`config.mk`:
```
export PLATFORM = sky130hd
export DESIGN_NAME = mem_access_sequencer
export DESIGN_NICKNAME = d
export VERILOG_FILES = /design/src/rtl/mem_access_sequencer_pkg.sv /design/src/rtl/byte_lane_unit.sv /design/src/rtl/mem_access_sequencer.sv
export SDC_FILE = /design/constraint.sdc
export NUM_CORES = 1
export LEC_CHECK = 0
export CORE_UTILIZATION = 42
export CTS_BUF_LIST = sky130_fd_sc_hd__clkbuf_2
export DETAILED_ROUTE_END_ITERATION = 12
export PLACE_DENSITY = 0.86
export SLEW_MARGIN = 10
export SYNTH_ARGS = -nofsm -noshare
export SYNTH_HDL_FRONTEND = slang
export SYNTH_SLANG_ARGS = --single-unit
```
`constraint.sdc`:
```
create_clock -name clk -period 1.6 [get_ports clk]
set_input_delay 0.24 -clock clk [delete_from_list [all_inputs] [get_ports clk]]
set_output_delay 0.24 -clock clk [all_outputs]
set_load 0.05 [all_outputs]
```
`src/rtl/mem_access_sequencer_pkg.sv`:
```
// mem_access_sequencer_pkg: shared state encoding and lane constants for the data-port sequencer
package mem_access_sequencer_pkg;
  typedef enum logic [1:0] {IDLE, PTR, ACCESS, RESP} mem_seq_state_t;
  localparam logic [1:0] WMASK_NONE = 2'b00;
  localparam logic [1:0] WMASK_WORD = 2'b11;
endpackage

```
`src/rtl/byte_lane_unit.sv`:
```
// byte_lane_unit: byte-lane mask, store-data replication and load-data extraction
module byte_lane_unit #(
  parameter int DATA_W = 16
) (
  input  logic              addr0,
  input  logic              byte_en,
  input  logic [DATA_W-1:0] wdata,
  input  logic [DATA_W-1:0] rdata,
  output logic [1:0]        wmask,
  output logic [DATA_W-1:0] wdata_out,
  output logic [DATA_W-1:0] rdata_out
);
  // byte accesses select one lane by addr0; word accesses use both lanes untouched
  always_comb begin
    wmask     = byte_en ? (addr0 ? 2'b10 : 2'b01) : 2'b11;
    wdata_out = byte_en ? DATA_W'({wdata[7:0], wdata[7:0]}) : wdata;
    rdata_out = byte_en ? DATA_W'(addr0 ? rdata[15:8] : rdata[7:0]) : rdata;
  end
endmodule

```
`src/rtl/mem_access_sequencer.sv`:
```
// mem_access_sequencer: memory-stage data-port sequencer with pointer indirection, flush and stall counting
module mem_access_sequencer
  import mem_access_sequencer_pkg::*;
#(
  parameter int DATA_W       = 16,
  parameter int MAX_INDIRECT = 1,
  parameter int CNT_W        = 16
) (
  input  logic                              clk,
  input  logic                              rst_n,
  input  logic                              req_valid,
  output logic                              req_ready,
  input  logic                              req_write,
  input  logic                              req_byte,
  input  logic [$clog2(MAX_INDIRECT+1)-1:0] req_levels,
  input  logic [DATA_W-1:0]                 req_addr,
  input  logic [DATA_W-1:0]                 req_wdata,
  input  logic                              flush,
  output logic                              rsp_valid,
  input  logic                              rsp_ready,
  output logic [DATA_W-1:0]                 rsp_rdata,
  output logic [DATA_W-1:0]                 rsp_addr,
  output logic                              mem_read,
  output logic                              mem_write,
  output logic [1:0]                        mem_wmask,
  output logic [DATA_W-1:0]                 mem_address,
  output logic [DATA_W-1:0]                 mem_wdata,
  input  logic                              mem_resp,
  input  logic [DATA_W-1:0]                 mem_rdata,
  output logic [CNT_W-1:0]                  stall_cycles
);
  localparam int LW = $clog2(MAX_INDIRECT+1);
  typedef struct packed {
    logic              write;
    logic              is_byte;
    logic [LW-1:0]     levels;
    logic [DATA_W-1:0] addr;
    logic [DATA_W-1:0] wdata;
  } lc3b_mem_req;
  mem_seq_state_t    state_q, state_d;
  lc3b_mem_req       req_q, req_d;
  logic              kill_q, kill_d;
  logic [DATA_W-1:0] rsp_rdata_q, rsp_rdata_d, rsp_addr_q, rsp_addr_d;
  logic [CNT_W-1:0]  cnt_q, cnt_d;
  logic [LW-1:0]     lv;
  logic              busy, killed;
  logic [1:0]        lane_wmask;
  logic [DATA_W-1:0] lane_wdata, lane_rdata, word_addr;
  byte_lane_unit #(.DATA_W(DATA_W)) u_lane (
    .addr0     (req_q.addr[0]),
    .byte_en   (req_q.is_byte),
    .wdata     (req_q.wdata),
    .rdata     (mem_rdata),
    .wmask     (lane_wmask),
    .wdata_out (lane_wdata),
    .rdata_out (lane_rdata)
  );
  // request decode and data-port outputs, all derived from registered state
  always_comb begin
    lv           = (req_levels > LW'(MAX_INDIRECT)) ? LW'(MAX_INDIRECT) : req_levels;
    busy         = (state_q == PTR) || (state_q == ACCESS);
    killed       = kill_q || flush;
    word_addr    = {req_q.addr[DATA_W-1:1], 1'b0};
    req_ready    = state_q == IDLE;
    rsp_valid    = state_q == RESP;
    mem_read     = (state_q == PTR) || (state_q == ACCESS && !req_q.write);
    mem_write    = state_q == ACCESS && req_q.write;
    mem_wmask    = state_q == PTR ? WMASK_WORD : state_q == ACCESS ? lane_wmask : WMASK_NONE;
    mem_address  = state_q == PTR ? word_addr :
                   state_q == ACCESS ? (req_q.is_byte ? req_q.addr : word_addr) : '0;
    mem_wdata    = state_q == ACCESS ? lane_wdata : '0;
    rsp_rdata    = rsp_rdata_q;
    rsp_addr     = rsp_addr_q;
    stall_cycles = cnt_q;
  end
  // next-state: a killed request finishes its outstanding access then drops back to IDLE
  always_comb begin
    state_d     = state_q;
    req_d       = req_q;
    kill_d      = kill_q;
    rsp_rdata_d = rsp_rdata_q;
    rsp_addr_d  = rsp_addr_q;
    cnt_d       = (busy && !(&cnt_q)) ? cnt_q + CNT_W'(1) : cnt_q;
    case (state_q)
      IDLE: begin
        kill_d = 1'b0;
        if (req_valid) begin
          req_d   = '{write: req_write, is_byte: req_byte, levels: lv, addr: req_addr, wdata: req_wdata};
          state_d = (lv != '0) ? PTR : ACCESS;
        end
      end
      PTR: begin
        kill_d = killed;
        if (mem_resp) begin
          req_d.addr   = mem_rdata;
          req_d.levels = req_q.levels - LW'(1);
          state_d      = killed ? IDLE : (req_q.levels == LW'(1)) ? ACCESS : PTR;
        end
      end
      ACCESS: begin
        kill_d = killed;
        if (mem_resp) begin
          state_d = killed ? IDLE : RESP;
          if (!killed) begin
            rsp_rdata_d = req_q.write ? '0 : lane_rdata;
            rsp_addr_d  = req_q.addr;
          end
        end
      end
      RESP: state_d = (flush || rsp_ready) ? IDLE : RESP;
      default: state_d = IDLE;
    endcase
  end
  // state and datapath registers, cleared asynchronously
  always_ff @(posedge clk or negedge rst_n) begin
    if (!rst_n) begin
      state_q     <= IDLE;
      req_q       <= '0;
      kill_q      <= 1'b0;
      rsp_rdata_q <= '0;
      rsp_addr_q  <= '0;
      cnt_q       <= '0;
    end else begin
      state_q     <= state_d;
      req_q       <= req_d;
      kill_q      <= kill_d;
      rsp_rdata_q <= rsp_rdata_d;
      rsp_addr_q  <= rsp_addr_d;
      cnt_q       <= cnt_d;
    end
  end
endmodule

```
==> flow_metrics.py <==
metrics = {
    "run_status": {
        "run_status": "finished with violations",
        "failed_checks": "negative setup slack",
    },
    "worst_hold_path": {
        "hold_class": "input pin to async pin",
    },
    "clocking": {
        "cts_tree": "yes",
        "cts-root-buf": "clkbuf_2",
        "clk_pin_slew_ns": 0.25,
        "clock-sinks": 86,
        "clock_path_buffers": 2,
        "cts_made_buffers": 9,
        "h-tree-depth": 3,
        "clkLatencyLatePin_ns": 0.55,
    },
    "logic_synthesis": {
        "syn_nets": 440,
        "synth.largest_area_cell": "dfrtp_1",
        "synthAdderAreaFrac": 0.0244,
        "yosys.area_share.simple": 0.165,
        "synth-compound-area-share": 0.102,
        "ys_seq_area_frac": 0.524,
        "synth-xor-area-share": 0.0213,
        "avgSynthCellArea_sq_um": 11.0,
        "synth-edff-count": 0,
        "syn_area_sq_mm": 0.00411,
        "synthTopCellsByCount": "dfrtp_1 (86), nand2_1 (52), mux2_2 (36)",
        "async_flop_share": 1.00,
        "synth_flop_cell": "dfrtp_1",
        "ys_types": 45,
        "yosysWarnings": 0,
        "synth-seq-cells": 86,
        "synthCells": 375,
        "synth_mux_area_frac": 0.144,
        "synth_top_family_by_area": "simple AND/OR/NAND/NOR gates",
        "netlist.area_leader.share": 0.524,
        "yosys-top-cells-area": "dfrtp_1 (52%), mux2_2 (9.9%), nand2_1 (4.7%), mux2i_1 (3.9%), nor2b_1 (3.8%)",
        "yosysMostFrequentCell": "dfrtp_1",
    },
    "sta": {
        "slew_viol_final": 0,
        "tns_ns": -36.08,
        "hold_violations": 0,
        "setup_viol": 123,
        "slew_headroom": 0.638,
        "fmax_mhz": 469,
        "worst_slew_pin_slew_ns": 0.539,
        "rsz0062_at_grt": "true",
        "finClkSkew_ns": 0.0307,
        "timing.final.crit_share": 1.33,
        "fin_ws_ns": -0.533,
        "fin_crit_ns": 2.13,
    },
    "power": {
        "vdd.ir_drop.worst_uv": 1500,
        "p_per_area_mw_per_mm2": 2140,
        "power.leakage_uw": 0.00369,
        "seq_power_share": 0.222,
        "clockPowerShare": 0.068,
        "p_comb_frac": 0.710,
        "power.internal_uw": 9150,
        "p_sw_uw": 7820,
        "p_sw_frac": 0.461,
        "power_uw": 17000,
    },
    "placement": {
        "placed_cells": 677,
        "dp_slack_ns": -0.0827,
        "dp_hpwl_um": 9340,
        "place_congestion": 0.850,
        "port_buffers": 142,
        "placed_area_sq_mm": 0.00662,
    },
    "setup_path": {
        "crit_chain": "buf_6, ha_4, buf_4, buf_8, and2_4, buf_12",
        "worst_setup_path_start_kind": "flop",
        "cpPeakStageDelay_ns": 0.47,
        "r2r_slack_ns": -0.41,
        "r2r_start": "state_q[0]",
        "critPathSlowestCell": "dfrtp_1",
        "cp_max_fo": 6,
        "end_kind": "primary output",
        "critical_path_class": "flop to primary output",
        "worst_ep_arrival_time_ns": 1.89,
        "r2r_cells": 9,
        "reg2reg_to": "stall_cycles[10]",
        "cp.required_ns": 1.36,
    },
    "route": {
        "ant_nets": 0,
        "wire_per_inst_um": 21.5,
        "via_per_inst": 5.57,
        "dr.pass1.iters": 5,
        "wl_um": 15700,
        "drcViolationCount": 0,
        "drt_iter0_drc": 205,
        "num_vias": 4084,
    },
    "grt": {
        "grt_max_degree": 35,
        "grt_pass1_wl_um": 20700,
        "antenna_found_initial": 0,
        "grt_usage": 0.272,
        "grt_overflow_total": 0,
        "grt_pass1_vias": 4025,
    },
    "cells_and_area": {
        "stdcell_count": 733,
        "fin_area_sq_mm": 0.00794,
        "nNetsFinal": 664,
        "drive_gt1_frac": 0.584,
        "diodes": 0,
        "area_growth_pct": 93.3,
    },
    "floorplan": {
        "ios": 143,
        "die_area_sq_mm": 0.0102,
        "dieWidth_um": 101,
        "core.rowCount": 35,
        "die_h_um": 101,
        "fp.coreArea_sq_mm": 0.00937,
        "start_util": 0.439,
    },
    "job": {
        "maxCapViolations": 0,
    },
}
per-layer routing:
metal | track usage | wire [um]
met5 | 0 | 0
met4 | 0.103 | 465
met3 | 0.0721 | 1080
met2 | 0.472 | 8150
met1 | 0.322 | 6040
cell families (layout without fill, tap and decap cells):
family	Yosys count	count (layout)
AOI/OAI and AO/OA	69	69
muxes	54	54
buffers and inverters	20	249
and+or+nand+nor	128	128
adders and majority gates	8	8
DFF	86	86
xor gates and xnor gates	10	10
cell usage in the layout, fill, tap and decap left out, drive strengths merged, types with 2 or more instances in the layout:
cell | netlist | routed
clkinv | 0 | 3
nand2b | 6 | 6
and2 | 10 | 10
and3 | 3 | 3
mux2i | 16 | 16
o21ai | 35 | 35
nor2 | 9 | 9
nand2 | 53 | 53
clkinvlp | 0 | 2
nand3 | 8 | 8
nand4 | 6 | 6
nor2b | 25 | 25
mux2 | 38 | 38
a22oi | 16 | 16
clkdlybuf4s50 | 0 | 55
xor2 | 5 | 5
inv | 3 | 3
xnor2 | 5 | 5
buf | 4 | 170
a21oi | 6 | 6
a21o | 3 | 3
clkbuf | 13 | 13
dfrtp | 86 | 86
ha | 8 | 8
a211oi | 2 | 2
worst max-delay path: cells and delay by family (launching register included):
family	cells	cell delay, ns
adder cells (fa/ha/maj)	1	0.18
buffers and inverters	4	0.55
flip-flops	1	0.47
AND/OR/NAND/NOR	1	0.17
per-stage QoR:
stage | hold slack [ns] | util
6_report | 0.0985 | 0.848
2_1_floorplan | -0.0556 | -
3_5_place_dp | 0.177 | 0.706
4_1_cts | 0.112 | 0.764
5_1_grt | 0.0757 | 0.848
3_3_place_gp | 0.170 | 0.706
worst max-delay path by stage:
stage                    startpoint          endpoint  cells after the start
global route             state_q[1]   mem_address[11]                      6
floorplan           stall_cycles[0]   stall_cycles[1]                      5
finish                   state_q[1]      mem_wdata[3]                      6
global placement         state_q[1]  stall_cycles[13]                      6
detailed placement        req_valid         req_q[21]                      5
CTS                      state_q[1]     mem_wdata[12]                      5
cell type report:
| type | count | area [sq um] |
|---|---|---|
| Sequential cell | 86 | 2170 |
| Multi-Input combinational cell | 269 | 2660 |
| Timing Repair Buffer | 230 | 2830 |
| Tap cell | 129 | 161 |
| Fill cell | 471 | 1430 |
| Inverter | 3 | 11.3 |
| Clock buffer | 10 | 50.0 |
| Clock inverter | 6 | 62.6 |
power by group through the flow:
stage	Combinational [uW]	Clock [uW]	Sequential, uW
after global placement	8990	0	3590
after floorplan	4450	0	4760
after global routing	12500	1250	3850
after CTS	10400	1130	3620
final	12000	1160	3770
after detailed placement	9200	0	3650
flip-flops by register name, indices dropped and copies added, names as in the netlist:
signal,flops
req_q,35
rsp_addr,16
rsp_rdata,16
stall_cycles,16
state_q,2
kill_q,1
repair_timing:
action | 4_1_cts | 5_1_grt
endpoints found under the hold margin | 86 | 0
buffers inserted | 10 | 26
hold buffers | 1 | 0
resized for setup | 53 | 155
gates cloned | 6 | 3
endpoints found under the setup margin | 69 | 116
pin swaps | 15 | 34
(Power assumes the default switching activity.)
